===== src/rtl/prewish_pattern_sequencer_pkg.sv =====
// prewish_pattern_sequencer_pkg: shared states and constants for the pattern sequencer
package prewish_pattern_sequencer_pkg;
  typedef enum logic [2:0] {IDLE, FETCH, LOAD, DWELL, BLANK} state_t;
  localparam int ROLL_STEPS = 8;
  localparam int ROLL_SHIFT = $clog2(ROLL_STEPS);
  localparam int DAT_W = 8;
endpackage


===== src/rtl/prewish_pattern_sequencer_if.sv =====
// prewish_pattern_sequencer_if: host table/playback controls and blinky-facing outputs
interface prewish_pattern_sequencer_if #(
  parameter int DEPTH_BITS = 3,
  parameter int REP_BITS = 4
);
  import prewish_pattern_sequencer_pkg::*;
  logic i_wr_en;
  logic [DEPTH_BITS-1:0] i_wr_addr;
  logic [DAT_W-1:0] i_wr_pattern;
  logic [REP_BITS-1:0] i_wr_reps;
  logic i_start;
  logic [DEPTH_BITS:0] i_count;
  logic i_loop;
  logic i_stop;
  logic o_stb;
  logic [DAT_W-1:0] o_dat;
  logic o_busy;
  logic [DEPTH_BITS-1:0] o_index;
  logic o_done;
  modport master(
    output i_wr_en, i_wr_addr, i_wr_pattern, i_wr_reps, i_start, i_count, i_loop, i_stop,
    input o_stb, o_dat, o_busy, o_index, o_done
  );
  modport slave(
    input i_wr_en, i_wr_addr, i_wr_pattern, i_wr_reps, i_start, i_count, i_loop, i_stop,
    output o_stb, o_dat, o_busy, o_index, o_done
  );
endinterface


===== src/rtl/prewish_dwell_timer.sv =====
// prewish_dwell_timer: counts reps full mask rotations after a load pulse, pulses expire on the last cycle
module prewish_dwell_timer
  import prewish_pattern_sequencer_pkg::*;
#(
  parameter int SYSCLK_DIV_BITS = 22,
  parameter int REP_BITS = 4
) (
  input  logic clk,
  input  logic rst,
  input  logic abort,
  input  logic load,
  input  logic [REP_BITS-1:0] reps,
  output logic expire
);
  localparam int W = REP_BITS + ROLL_SHIFT + SYSCLK_DIV_BITS;
  logic [W-1:0] cnt_q, cnt_d;
  always_comb cnt_d = abort ? '0 : load ? (W'(reps) << (ROLL_SHIFT + SYSCLK_DIV_BITS)) : cnt_q - W'(cnt_q != '0);
  assign expire = cnt_q == W'(1);
  always_ff @(posedge clk) cnt_q <= rst ? '0 : cnt_d;
endmodule


===== src/rtl/prewish_pattern_sequencer.sv =====
// prewish_pattern_sequencer: plays a host-written (pattern, reps) table into the blinky strobe/data inputs
module prewish_pattern_sequencer
  import prewish_pattern_sequencer_pkg::*;
#(
  parameter int SYSCLK_DIV_BITS = 22,
  parameter int DEPTH_BITS = 3,
  parameter int REP_BITS = 4
) (
  input logic CLK_I,
  input logic RST_I,
  prewish_pattern_sequencer_if.slave bus
);
  localparam int ENTRIES = 1 << DEPTH_BITS;
  logic [DAT_W-1:0] pat_q [ENTRIES];
  logic [REP_BITS-1:0] rep_q [ENTRIES];
  state_t state_q, state_d;
  logic [DEPTH_BITS-1:0] idx_q, idx_d, last_q, last_d;
  logic [REP_BITS-1:0] cur_q, cur_d;
  logic loop_q, loop_d, loaded_q, loaded_d, fin_q, fin_d;
  logic stb_q, stb_d, busy_q, busy_d, done_q, done_d;
  logic [DAT_W-1:0] dat_q, dat_d;
  logic [DEPTH_BITS:0] cnt_c;
  logic active, at_last, accept, expire;
  assign cnt_c = bus.i_count[DEPTH_BITS] ? {1'b1, {DEPTH_BITS{1'b0}}} : bus.i_count;
  assign active = state_q == FETCH || state_q == LOAD || state_q == DWELL;
  assign at_last = idx_q == last_q;
  assign accept = state_q == IDLE && bus.i_start && !bus.i_stop && cnt_c != '0;
  always_comb begin
    state_d = state_q;
    idx_d = idx_q;
    last_d = last_q;
    cur_d = cur_q;
    loop_d = loop_q;
    loaded_d = loaded_q;
    fin_d = fin_q;
    if (accept) begin
      state_d = FETCH;
      idx_d = '0;
      last_d = DEPTH_BITS'(cnt_c - 1'b1);
      loop_d = bus.i_loop;
      loaded_d = 1'b0;
      fin_d = 1'b0;
    end else if (active && bus.i_stop) begin
      state_d = BLANK;
    end else if (state_q == FETCH) begin
      if (fin_q) state_d = BLANK;
      else if (rep_q[idx_q] != '0) begin
        state_d = LOAD;
        loaded_d = 1'b1;
        cur_d = rep_q[idx_q];
      end else if (!at_last) idx_d = idx_q + 1'b1;
      else if (loop_q && loaded_q) begin
        idx_d = '0;
        loaded_d = 1'b0;
      end else state_d = BLANK;
    end else if (state_q == LOAD) begin
      state_d = DWELL;
    end else if (state_q == DWELL && expire) begin
      // a finished non-looping pass spends one more FETCH cycle before blanking
      state_d = FETCH;
      if (!at_last) idx_d = idx_q + 1'b1;
      else if (loop_q) begin
        idx_d = '0;
        loaded_d = 1'b0;
      end else fin_d = 1'b1;
    end else if (state_q == BLANK) begin
      state_d = IDLE;
    end
    stb_d = state_d == LOAD || state_d == BLANK;
    dat_d = state_d == LOAD ? pat_q[idx_q] : '0;
    busy_d = state_d != IDLE;
    done_d = state_q == BLANK;
  end
  always_ff @(posedge CLK_I) begin
    if (RST_I) begin
      state_q <= IDLE;
      idx_q <= '0;
      last_q <= '0;
      cur_q <= '0;
      loop_q <= 1'b0;
      loaded_q <= 1'b0;
      fin_q <= 1'b0;
      stb_q <= 1'b0;
      dat_q <= '0;
      busy_q <= 1'b0;
      done_q <= 1'b0;
      for (int i = 0; i < ENTRIES; i++) begin
        pat_q[i] <= '0;
        rep_q[i] <= '0;
      end
    end else begin
      state_q <= state_d;
      idx_q <= idx_d;
      last_q <= last_d;
      cur_q <= cur_d;
      loop_q <= loop_d;
      loaded_q <= loaded_d;
      fin_q <= fin_d;
      stb_q <= stb_d;
      dat_q <= dat_d;
      busy_q <= busy_d;
      done_q <= done_d;
      if (bus.i_wr_en) begin
        pat_q[bus.i_wr_addr] <= bus.i_wr_pattern;
        rep_q[bus.i_wr_addr] <= bus.i_wr_reps;
      end
    end
  end
  prewish_dwell_timer #(.SYSCLK_DIV_BITS(SYSCLK_DIV_BITS), .REP_BITS(REP_BITS)) u_timer (
    .clk(CLK_I),
    .rst(RST_I),
    .abort(active && bus.i_stop),
    .load(state_q == LOAD),
    .reps(cur_q),
    .expire(expire)
  );
  assign bus.o_stb = stb_q;
  assign bus.o_dat = dat_q;
  assign bus.o_busy = busy_q;
  assign bus.o_index = idx_q;
  assign bus.o_done = done_q;
endmodule

===== src/flat_wrapper.sv =====
// flat-port wrapper written by rule: the top's interface ports become plain ports
module prewish_pattern_sequencer_flat import prewish_pattern_sequencer_pkg::*;
#(
  parameter int SYSCLK_DIV_BITS = 22,
  parameter int DEPTH_BITS = 3,
  parameter int REP_BITS = 4
)
  (CLK_I, RST_I, bus_i_wr_en, bus_i_wr_addr, bus_i_wr_pattern, bus_i_wr_reps, bus_i_start, bus_i_count, bus_i_loop, bus_i_stop, bus_o_stb, bus_o_dat, bus_o_busy, bus_o_index, bus_o_done);
  prewish_pattern_sequencer_if #(.DEPTH_BITS(DEPTH_BITS), .REP_BITS(REP_BITS)) bus_i ();
  input logic CLK_I;
  input logic RST_I;
  input wire logic [$bits(bus_i.i_wr_en)-1:0] bus_i_wr_en;
  input wire logic [$bits(bus_i.i_wr_addr)-1:0] bus_i_wr_addr;
  input wire logic [$bits(bus_i.i_wr_pattern)-1:0] bus_i_wr_pattern;
  input wire logic [$bits(bus_i.i_wr_reps)-1:0] bus_i_wr_reps;
  input wire logic [$bits(bus_i.i_start)-1:0] bus_i_start;
  input wire logic [$bits(bus_i.i_count)-1:0] bus_i_count;
  input wire logic [$bits(bus_i.i_loop)-1:0] bus_i_loop;
  input wire logic [$bits(bus_i.i_stop)-1:0] bus_i_stop;
  output wire logic [$bits(bus_i.o_stb)-1:0] bus_o_stb;
  output wire logic [$bits(bus_i.o_dat)-1:0] bus_o_dat;
  output wire logic [$bits(bus_i.o_busy)-1:0] bus_o_busy;
  output wire logic [$bits(bus_i.o_index)-1:0] bus_o_index;
  output wire logic [$bits(bus_i.o_done)-1:0] bus_o_done;
  assign bus_i.i_wr_en = bus_i_wr_en;
  assign bus_i.i_wr_addr = bus_i_wr_addr;
  assign bus_i.i_wr_pattern = bus_i_wr_pattern;
  assign bus_i.i_wr_reps = bus_i_wr_reps;
  assign bus_i.i_start = bus_i_start;
  assign bus_i.i_count = bus_i_count;
  assign bus_i.i_loop = bus_i_loop;
  assign bus_i.i_stop = bus_i_stop;
  assign bus_o_stb = bus_i.o_stb;
  assign bus_o_dat = bus_i.o_dat;
  assign bus_o_busy = bus_i.o_busy;
  assign bus_o_index = bus_i.o_index;
  assign bus_o_done = bus_i.o_done;
  prewish_pattern_sequencer #(.SYSCLK_DIV_BITS(SYSCLK_DIV_BITS), .DEPTH_BITS(DEPTH_BITS), .REP_BITS(REP_BITS)) u_core (.CLK_I(CLK_I), .RST_I(RST_I), .bus(bus_i));
endmodule

===== config.mk =====
export PLATFORM = sky130hd
export DESIGN_NAME = prewish_pattern_sequencer_flat
export DESIGN_NICKNAME = d
export VERILOG_FILES = /design/src/rtl/prewish_pattern_sequencer_pkg.sv /design/src/rtl/prewish_pattern_sequencer_if.sv /design/src/rtl/prewish_dwell_timer.sv /design/src/rtl/prewish_pattern_sequencer.sv /design/src/flat_wrapper.sv
export SDC_FILE = /design/constraint.sdc
export NUM_CORES = 1
export LEC_CHECK = 0
export BUFFER_PORTS_ARGS = -buffer_cell sky130_fd_sc_hd__buf_4
export CAP_MARGIN = 20
export CORE_MARGIN = 1.5
export CORE_UTILIZATION = 57
export CTS_BUF_LIST = sky130_fd_sc_hd__clkbuf_8
export CTS_CLUSTER_DIAMETER = 50
export DETAILED_ROUTE_END_ITERATION = 8
export PLACE_DENSITY = 0.78
export SLEW_MARGIN = 20
export SYNTH_ARGS = -nofsm -noshare
export SYNTH_HDL_FRONTEND = slang
export SYNTH_HIERARCHICAL = 1
export SYNTH_SLANG_ARGS = --single-unit

===== constraint.sdc =====
create_clock -name CLK_I -period 3.4 [get_ports CLK_I]
set_input_delay 0.34 -clock CLK_I [delete_from_list [all_inputs] [get_ports CLK_I]]
set_output_delay 0.34 -clock CLK_I [all_outputs]
set_load 0.02 [all_outputs]

After elaboration in Yosys (flattened, before gate mapping)
Memories as Yosys holds them, arrays and structs flattened. A register that Yosys moved wholly into a read port is not among the register bits.
Cells that the tools add are included.
{ "totals": {"register_bits": 48, "latchBits": 0, "mem_bits_rw": 96, "rom_bits": 0, "inputBits": 25, "output_inout_bits": 14, "wordCells": 110, "n_memories": 2} }
{ "op_classes": {"addsub": 3, "multipliers": 0, "div_mod_pow": 0, "magnitude_cmp": 0, "eq_ne": 14, "shifts": 0, "mux": 43, "bitwise_logic": 7, "n_reduce_logical": 29} }
{ "mem_list": {"columns": ["name", "words", "word_bits", "rd", "rd_clocked_by_memory_dff", "wr", "line", "rtl"], "rows": [
  ["u_core.pat_q", 8, 8, 1, 1, 8, "prewish_pattern_sequencer.sv:14", "logic [DAT_W-1:0] pat_q [ENTRIES];"],
  ["u_core.rep_q", 8, 4, 1, 1, 8, "prewish_pattern_sequencer.sv:15", "logic [REP_BITS-1:0] rep_q [ENTRIES];"]
]} }
{ "ops": {"columns": ["operator", "n"], "rows": [
  ["3-bit 2-to-1 mux", 23],
  ["29-bit by 1-bit == test with 1-bit output, second input constant", 1],
  ["29-bit 2-to-1 mux", 1],
  ["29-bit nonzero test", 1],
  ["29-bit by 1-bit subtractor with 29-bit output", 1],
  ["1-bit 2-to-1 mux", 16],
  ["3-bit by 2-bit == test with 1-bit output, second input constant", 3],
  ["4-bit 2-to-1 mux", 2],
  ["8-bit 2-to-1 mux", 1],
  ["8-bit AND reduction", 1],
  ["2-bit nonzero test", 4],
  ["4-bit nonzero test", 2],
  ["8-bit OR reduction", 1],
  ["1-bit inverter", 7],
  ["7-bit AND reduction", 1],
  ["3-bit == test, second input constant", 2],
  ["1-bit logical AND", 6],
  ["3-bit != test, second input constant", 2],
  ["6-bit AND reduction", 1],
  ["2-bit OR reduction", 3],
  ["5-bit AND reduction", 1],
  ["2-bit != test, second input constant", 2],
  ["4-bit OR reduction", 1],
  ["3-bit by 1-bit adder with 3-bit output, second input constant", 1],
  ["other kinds (10)", 12]
]} }

Longest topological paths before layout
{ "depth": {"word_depth": 11, "ltp_mapped": 12, "depth_no_buf": 10} }

By module
The synthesis kept the hierarchy.
{ "modules_own_cells": {"columns": ["mod", "instances", "cells_per_inst", "area_per_inst_um2", "seq_area_each_um2"], "rows": [
  ["prewish_pattern_sequencer", 1, 419, 5776.8, 3483.3],
  ["prewish_dwell_timer", 1, 157, 1376.3, 580.6]
]} }

Worst setup path before layout
No wires, ideal clock.
{ "synth_timing": {"kind": "register to register", "startpoint": "register u_core.u_timer.cnt_q[16]", "endpoint": "register u_core.u_timer.cnt_q[20]", "setup_time_ps": 132, "arrival_time_ps": 3165, "required_time_ps": 3268, "setup_slack_ps": 103, "path_stages_with_launch": 12, "n_path_buf": 2, "synth_period_minus_slack_ps": 3297, "cell_sequence": "dfxtp_1 -> or4_4 -> or4_1 -> buf_2 -> or4_2 -> ha_1 -> ha_1 -> nor3b_1 -> nand2_1 -> clkbuf_1 -> or4_1 -> a21oi_1"} }
{ "synth_between": {"elab_chain_cells": 2} }
{ "synth_rtl": {"columns": ["element", "line", "rtl"], "rows": [
  ["start, declared", "prewish_dwell_timer.sv:16", "logic [W-1:0] cnt_q, cnt_d;"],
  ["start signal, assigned", "prewish_dwell_timer.sv:19", "always_ff @(posedge clk) cnt_q <= rst ? '0 : cnt_d;"],
  ["29-bit nonzero test", "prewish_dwell_timer.sv:17", "always_comb cnt_d = abort ? '0 : load ? (W'(reps) << (ROLL_SHIFT + SYSCLK_DIV_BITS)) : cnt_q - W'(cnt_q != '0) ..."],
  ["29-bit by 1-bit subtractor with 29-bit output *", "prewish_dwell_timer.sv:17", null]
]} }
Mark *: on every way between the ends. The rest lies on a longest branch, timed or not.
A chain may end at the register's enable or synchronous reset.

Final worst setup path
{ "layout_timing": {"startpoint": "register u_core.u_timer.cnt_q[16]", "endpoint": "register u_core.u_timer.cnt_q[28]"} }
{ "layout_between": {"elab_chain_cells": 3} }
{ "layout_rtl": {"columns": ["element", "line"], "rows": [
  ["29-bit nonzero test", "prewish_dwell_timer.sv:17"],
  ["29-bit by 1-bit subtractor with 29-bit output *", "prewish_dwell_timer.sv:17"],
  ["29-bit 2-to-1 mux *", "prewish_dwell_timer.sv:17"]
]} }
Marks and branches as above.

==> run metrics <==
run status=complete, no violations; CP most frequent cell=ha_1; total global routing overflow=0; share of layout cells above drive strength 1=19.9%; YS warnings=6; post-synth net total=just over 600; first-pass GRT wire length=between 20,000 and 25,000 µm; Core Box Area=between 10,000 and 15,000 µm²; Adder-Cell Fraction of Synth Area=less than 1%; Final Hold Vio Count=0; Worst Path Arrival=around 3.7 ns; clk buf depth=2; Root Driver=clkbuf_8; f_max=approximately 310 MHz; IO Pins=39; Most used DFF post-synth=edfxtp_1; Initial Utilization=between 50% and 60%; CP Cell Sequence=or4_4 -> or4_1 -> or4_2 -> ha_1 -> ha_1 -> nor3b_1 -> nand4_1 -> o31ai_1 -> a31oi_1; Wirelength per Cell=roughly 19 µm; GP Congestion=roughly 0.84; Worst Max-Slew Pin Slew=about 0.95 ns; Layout Area Growth over Synthesis=12.6%; vias per std cell=approximately 6.0; P_leak=between 2 and 3 nW; crit-path max FO=6; count of input and output buffers=38; DR iter-0 viols=507; DRC=0; fin crit share=between 90% and 100%; final WL=about 15,000 µm; number of max-cap violations=0; GRT Resource Usage Total=between 20% and 30%; Top delay family on crit path=simple AND/OR/NAND/NOR gates; Worst slew margin=36.4%; die extent in y=115 µm; ANT cells=0; post-synth top area share=40.3%; TritonCTS Buffers=17; Synth cell types=61; Post-CTS Setup Bufs=0; number of synthesized flops with an enable pin=96; dpl ws=0.0572 ns; number of global-route vias before repair=between 4,000 and 5,000; sequential fraction of the synthesis area=about 57%; clk_lat worst skew=approximately 0.46 ns; Row Count=40; via count=about 4,800; fin worst setup slack=~0.13 ns; synthesized area per cell=roughly 12 µm²; Total Power=about 5.3 mW; Tmin final=3.27 ns; die area=~13,000 µm²; Finish-stage setup viols=0; clock sink count=about 160; synth top area cells=edfxtp_1 40%, dfxtp_1 17%, and2_1 8.5%, mux4_2 5.7%, mux4_1 2.2%; PD cells=654 nW/µm²; Worst-path clk slew=about 0.080 ns; drt pass-1 iters=5; slowest stage delay, CP=between 0.6 and 0.7 ns; pin count of the biggest net entering global routing=26; Req. time, crit path=between 3 and 4 ns; post-layout util=between 60% and 70%; Clock Skew=0.00866 ns; Buf/Inv on CP=0; post-DP HPWL=a little over 10,000 µm; remaining antenna violation count=0; post-synth top area cell=edfxtp_1; register bit count reported by yosys=between 150 and 200; nets=~650; CTS tree=yes; RSZ-0062 raised after global routing=true; mux contribution to synthesized area=approximately 11%; main combinational cell family by area after synthesis=simple AND/OR/NAND/NOR gates; final max-slew violation count=0; Post-Synth Simple-Gate Area=20.9%; crit path max-delay cell type=or4_2; Crit. End Element=flop; crit start category=flop; setup_tns=0 ns; Max H-tree Level=4; Compound-Gate Fraction of Synth Area=around 6.5%; Post-Syn Area=approximately 7200 µm²; DIE WIDTH=115 µm; FFs w/ async S/R, synth=0%; Hold WS=0.117 ns; Hold Path Class=in2reg; critical setup path kind=reg2reg; synthesized instance count=576; Peak supply drop=0.000398 V; Post-Synth XOR/XNOR Area=~1.7%; initial antenna violation count=0
==> registers in the layout, indices dropped and copies added, names as in the netlist, 3 cells and up, named ones only <==
name / flops
u_core/bus.o_dat: 8
u_core/bus.o_index: 3
u_core/cur_q: 4
u_core/last_q: 3
u_core/pat_q: 64
u_core/rep_q: 32
u_core/state_q: 3
u_core/u_timer/cnt_q: 29
==> repair_timing <==
action                                  CTS  global route
hold buffers                              0             0
endpoints found under the setup margin    0             6
hold endpoints to repair                  0             0
gates resized for setup                   0             1
==> logic make-up (layout without fill, tap and decap cells) <==
logic type                 count (synthesis)  in the layout
xor gates and xnor gates                  14             14
buffers and inverters                     38             95
muxes                                     43             43
DFF                                      155            155
AOI/OAI and AO/OA                         69             69
and+or+nand+nor                          253            253
adders and majority gates                  4              4
==> path summary, 6_finish.rpt <==
check	start	endpoint	slack (ns)	cells after the start
setup / recovery	u_core/u_timer/cnt_q[16]	u_core/u_timer/cnt_q[28]	0.13	9
hold reg to reg	u_core/cur_q[3]	u_core/cur_q[3]	0.46	2
setup reg to reg	u_core/u_timer/cnt_q[16]	u_core/u_timer/cnt_q[28]	0.13	9
hold / removal	bus_i_loop	u_core/loop_q	0.12	3
==> cell usage after synthesis, types with 2 or more instances <==
| master | count |
|---|---|
| and2_1 | 97 |
| edfxtp_1 | 96 |
| dfxtp_1 | 59 |
| nor2_1 | 40 |
| clkbuf_1 | 21 |
| nand2_1 | 19 |
| a21oi_1 | 18 |
| mux4_2 | 18 |
| o21ai_0 | 18 |
| o31ai_1 | 13 |
| or4_1 | 13 |
| mux2i_1 | 12 |
| nor3_1 | 12 |
| nand3_1 | 11 |
| inv_1 | 9 |
| xor2_1 | 9 |
| nand2b_1 | 7 |
| mux4_1 | 6 |
| or2_2 | 6 |
| or3_1 | 6 |
| buf_2 | 5 |
| nand3b_1 | 5 |
| nor2b_1 | 5 |
| nor4_1 | 5 |
| xnor2_1 | 5 |
| a31oi_1 | 4 |
| and3_1 | 4 |
| ha_1 | 4 |
| nand4_1 | 4 |
| mux2_4 | 3 |
| mux2i_2 | 3 |
| nor3b_1 | 3 |
| a21o_1 | 2 |
| buf_6 | 2 |
| nand4b_1 | 2 |
| nor4b_1 | 2 |
| o21a_1 | 2 |
| or4_2 | 2 |
| or4_4 | 2 |
==> stage by stage <==
stage	area [µm²]	std cells
after floorplan	7150	576
after global placement	7640	769
after detailed placement	7640	769
after CTS	8050	801
after global routing	8060	801
final	8060	801
==> final cells by class <==
class	instances	area (µm²)
flip-flops and latches	155	4060
clock buffers	17	234
well taps	168	210
clock inverters	15	181
inverters	9	33.8
fillers	919	4060
multi-input cells	383	2930
repair buffers	54	405
==> cells in the final DEF, fill, tap and decap left out, drive strengths merged, types with 9 or more instances in the layout <==
cell type  count
o31ai         13
nor3          12
edfxtp        96
dfxtp         59
nand3         11
nor2          40
or4           17
nand2         19
buf           54
and2          97
a21oi         18
inv           12
mux4          24
mux2i         16
o21ai         20
clkbuf        17
xor2           9
==> power breakdown <==
part / leakage [nW] / switching [mW] / internal [mW] / total (mW)
Clock: 0.201 / 0.658 / 0.784 / 1.44
Combinational: 1.37 / 0.809 / 0.613 / 1.42
Sequential: 1.40 / 0.182 / 2.22 / 2.41
==> layer usage <==
metal / global-route usage, % / part of all wire (%) / up-vias
met3: 4.85 / 5.9 / 30
met5: 0 / 0 / -
met4: 10.4 / 2.4 / 0
li1: - / - / 2224
met2: 42.3 / 52 / 194
met1: 29.6 / 40 / 2329
==> worst reg2reg max path, stage by stage, from the launching register on <==
cell,delay [ns]
dfxtp_1,0.36
or4_4,0.56
or4_1,0.46
or4_2,0.63
ha_1,0.25
ha_1,0.22
nor3b_1,0.22
nand4_1,0.21
o31ai_1,0.11
a31oi_1,0.18
No activity file was read; power rests on OpenSTA's default activity.
